### src/rtl/imem_loader.sv
// Instruction-memory loader: packs a big-endian byte stream into 32-bit words, writes them
// from word address 0 upward, and holds the processor in reset until the image is complete.
module imem_loader #(
  parameter int unsigned ADDR_W = 6
) (
  input  logic              clk,
  input  logic              reset,
  input  logic              start,
  input  logic [ADDR_W:0]   load_len,
  input  logic [7:0]        in_byte,
  input  logic              in_valid,
  output logic              in_ready,
  output logic              imem_we,
  output logic [ADDR_W-1:0] imem_addr,
  output logic [31:0]       imem_wd,
  output logic              cpu_reset,
  output logic              busy,
  output logic              done
);

  localparam int unsigned    DEPTH   = 2 ** ADDR_W;
  localparam logic [ADDR_W:0] DEPTH_V = (ADDR_W + 1)'(DEPTH);

  typedef enum logic [1:0] {IDLE, RECV, WRITE, DONE} state_t;

  state_t          state_q, state_d;
  logic [ADDR_W:0] len_q, len_d;
  logic [ADDR_W:0] wcnt_q, wcnt_d;
  logic [ADDR_W:0] wcnt_inc;
  logic [ADDR_W:0] len_clamped;
  logic [1:0]      bcnt_q, bcnt_d;
  logic [31:0]     wd_q, wd_d;
  logic            done_q, done_d;

  assign len_clamped = (load_len > DEPTH_V) ? DEPTH_V : load_len;
  assign wcnt_inc    = wcnt_q + (ADDR_W + 1)'(1);

  always_ff @(posedge clk or posedge reset) begin
    if (reset) begin
      state_q <= IDLE;
      len_q   <= '0;
      wcnt_q  <= '0;
      bcnt_q  <= '0;
      wd_q    <= '0;
      done_q  <= 1'b0;
    end else begin
      state_q <= state_d;
      len_q   <= len_d;
      wcnt_q  <= wcnt_d;
      bcnt_q  <= bcnt_d;
      wd_q    <= wd_d;
      done_q  <= done_d;
    end
  end

  always_comb begin
    state_d = state_q;
    len_d   = len_q;
    wcnt_d  = wcnt_q;
    bcnt_d  = bcnt_q;
    wd_d    = wd_q;
    done_d  = 1'b0;
    unique case (state_q)
      IDLE, DONE: begin
        if (start) begin
          len_d  = len_clamped;
          wcnt_d = '0;
          bcnt_d = '0;
          if (len_clamped == '0) begin
            state_d = DONE;
            done_d  = 1'b1;
          end else begin
            state_d = RECV;
          end
        end
      end
      RECV: begin
        if (in_valid) begin
          wd_d   = {wd_q[23:0], in_byte};
          bcnt_d = bcnt_q + 2'd1;
          if (bcnt_q == 2'd3) begin
            state_d = WRITE;
          end
        end
      end
      WRITE: begin
        wcnt_d = wcnt_inc;
        if (wcnt_inc == len_q) begin
          state_d = DONE;
          done_d  = 1'b1;
        end else begin
          state_d = RECV;
        end
      end
      default: state_d = IDLE;
    endcase
  end

  // Address and data are held in registers, so they are stable for the whole write cycle.
  assign in_ready  = (state_q == RECV);
  assign imem_we   = (state_q == WRITE);
  assign imem_addr = wcnt_q[ADDR_W-1:0];
  assign imem_wd   = wd_q;
  assign cpu_reset = (state_q != DONE);
  assign busy      = (state_q == RECV) || (state_q == WRITE);
  assign done      = done_q;

endmodule
### config.mk
export PLATFORM = sky130hd
export DESIGN_NAME = imem_loader
export DESIGN_NICKNAME = d
export VERILOG_FILES = /design/src/rtl/imem_loader.sv
export SDC_FILE = /design/constraint.sdc
export NUM_CORES = 1
export LEC_CHECK = 0
export ABC_AREA = 1
export BUFFER_PORTS_ARGS = -buffer_cell sky130_fd_sc_hd__buf_2
export CORE_ASPECT_RATIO = 1.1
export CORE_MARGIN = 5
export CORE_UTILIZATION = 56
export DETAILED_ROUTE_END_ITERATION = 8
export GPL_TIMING_DRIVEN = 1
export PLACE_DENSITY_LB_ADDON = 0.15
export SYNTH_ARGS = -nofsm -noshare
export SYNTH_HDL_FRONTEND = slang
export SYNTH_SLANG_ARGS = --single-unit
### constraint.sdc
create_clock -name clk -period 3 [get_ports clk]
set_clock_uncertainty 0.05 [all_clocks]
set_input_delay 0.9 -clock clk [delete_from_list [all_inputs] [get_ports clk]]
set_output_delay 0.9 -clock clk [all_outputs]
set_load 0.02 [all_outputs]
==> metrics <==
status finished, final reports clean; final WL between 5000 and 6000 µm; non-filler cells in the finished layout a little over 400; largest cells by area after synthesis dfrtp_1 54%, nand2_1 17%, inv_1 6.5%; CTS Buffer Depth 2; relative slew slack 38.7%; H-tree levels 2; Die Wd 71.9 µm; RePlAce Congestion 0.855; Reg area between 0.001 and 0.0015 mm²; part of the power in registers around two fifths; Setup crit start kind flip-flop; largest net degree at the start of global routing 35; Core Area 0.00402 mm²; slowest cell delay on critical path 440 ps; count of TritonRoute iterations in the first routing pass 4; final net count 378; FILL cells between 300 and 400; number of synthesized flops with an enable pin 0; most used cell, CP inv_1; final setup fails 0; Syn Inst Count approximately 290; placed cell area roughly 0.0027 mm²; Switching Share approximately 45%; Power Density 979 mW/mm²; share of cells above drive strength 1 a little over a fifth; crit-path cells inv_1 -> ha_1 -> inv_1 -> buf_2; fin area about 0.0028 mm²; CTS Sinks 51; Initial Util approximately 60%; synthesized area approximately 0.0024 mm²; worst reg2reg path startpoint state_q[0]; Critical Path Source state_q[0]; Yosys top cell area share a little over half; area occupied by multi-input gates 861 µm²; Syn Area/Cell roughly 8.1 µm²; DRC errors left 0; clock slew at reported path FFs 90 ps; # hold bufs at CTS 0; Die Ht approximately 78 µm; Total Neg Setup Slack 0 ps; Vias about 2000; fin util a little over two thirds; maximum capacitance violations 0; Core Rows 24; Post-CTS Setup Bufs 0; Crit path max-delay family flip-flops; synth cell count leaders 108 x nand2_1, 51 x dfrtp_1, 41 x inv_1, 26 x o21ai_0, 20 x nand3_1; top_reg_cell synth dfrtp_1; worst setup margin around 630 ps; TritonCTS clock tree yes; Arr. time, crit path ~1400 ps; Total GRT Usage roughly 19%; Syn Nets about 320; post-detail-place hpwl 3850 µm; sw power around 1.2 mW; vias per inst a little under 5; ys async rst share 100%; Synth cell types 17; num ports 62; Final Hold Viols 0; Num CTS Buffers 5; critical path class flip-flop to output port; Critical Path Sink Type output port; combinational group share of total power 44.1%; DR iter-0 viols between 100 and 150; Post-DRT Antenna Nets 0; Slew @ Worst Pin around 910 ps; die area ~0.0056 mm²; max frequency ~0.42 GHz; clock root cell clkbuf_8; number of global-route vias before repair ~1900; post-CTS sizing 0; Placement Setup Slack between 900 and 1000 ps; first-pass GRT wire length ~8800 µm; worst vdd ir around 0.67 mV; class of the worst hold path flip-flop to flip-flop; cell-internal power about 1.5 mW; Critical Path RT slightly above 2000 ps; IO buf count 61; Max Slew Vio Count 0; Clk pwr share about 15%; Worst Hold Launch imem_wd[26]; crit-path max FO 5; synth warn 0; Static Leak roughly 1.5 nW; wire length per cell 12.7 µm; post-synth top area cell dfrtp_1; post-synthesis sequential area ratio between 50% and 60%; placed cell count just under 400; Yosys reg bits 51; grt ovf 0; initial antenna violation count 0; Clock Latency Late Sink ~300 ps; RSZ-0062 raised after global routing false; slowest CP cell dfrtp_1; antenna fix cells 0; min Tclk post-route around 2400 ps; number of buffers and inverters on the critical path 3; count leader, synth nand2_1; Synth-to-Final Area Change 18.3%; part of the cycle the worst path needs between 70% and 80%
-- layer usage --
layer / vias up / routed length (µm) / share of wire [%] / GRT usage, %
li1: 1024 / - / - / -
met1: 892 / 2380 / 46 / 25.5
met2: 49 / 2450 / 47 / 32.3
met3: 5 / 292 / 5.7 / 5.36
met4: 0 / 41 / 0.79 / 4.14
met5: - / 0 / 0 / 0
-- kinds of logic (layout without fill, tap and decap cells) --
family	count (synthesis)	after routing	synth area share, %
and+or+nand+nor	143	143	24.6
AOI/OAI and AO/OA	39	39	8.69
DFF	51	51	54.0
buffers and inverters	54	115	9.53
adders and majority gates	6	6	3.18
-- cell type report --
class,instances,share of cell area (%)
inverters,42,5.64
multi-input cells,188,30.8
repair buffers,65,12.0
well taps,52,2.33
clock inverters,2,0.582
flip-flops and latches,51,45.7
clock buffers,6,2.96
-- power groups by stage --
| stage | Clock [mW] | Combinational [mW] | Sequential, mW |
|---|---|---|---|
| floorplan | 0 | 0.635 | 1.30 |
| global placement | 0 | 1.19 | 1.11 |
| detailed placement | 0 | 1.21 | 1.12 |
| CTS | 0.424 | 1.22 | 1.11 |
| global route | 0.456 | 1.36 | 1.14 |
| finish | 0.420 | 1.21 | 1.11 |
-- cell usage in the layout, fill, tap and decap left out --
cell          n
buf_2        61
ha_1          6
o21ai_0      26
nor3_1        1
buf_4         4
inv_1        40
a21oi_1       5
nand2_1     108
clkinvlp_4    1
o22ai_1       6
o211ai_1      1
clkinv_1      1
clkbuf_8      6
nand3_1      20
dfrtp_1      51
nor2_1       11
nor2_4        2
inv_2         1
clkinv_4      1
o21ai_1       1
or2_2         1
-- state kept, by name (all words and copies together) (netlist names) --
signal   flops
bcnt_q       2
len_q        7
done         1
state_q      2
imem_wd     32
wcnt_q       7
-- metrics by stage --
stage / hold slack [ps] / power (mW)
final: 432 / 2.74
after global placement: 408 / 2.30
after floorplan: 401 / 1.94
after CTS: 435 / 2.76
after global routing: 447 / 2.96
after detailed placement: 410 / 2.33
-- worst paths after layout --
| kind | to | slack, ps | cells past startpoint |
|---|---|---|---|
| worst max register to register | wcnt_q[6] | 1020 | 4 |
| max in group asynchronous | imem_wd[14] | 1890 | 3 |
| min in group asynchronous | imem_wd[7] | 460 | 2 |
| worst max-delay path | busy | 630 | 4 |
| worst min-delay path | imem_wd[26] | 430 | 2 |
| worst min register to register | imem_wd[26] | 430 | 2 |
-- worst min-delay path: cells and delay by family (launching register included) --
kind / cells / cell delay (ps)
DFF: 1 / 350
and+or+nand+nor: 2 / 100
Note: power is estimated with default switching activity, not from simulation.
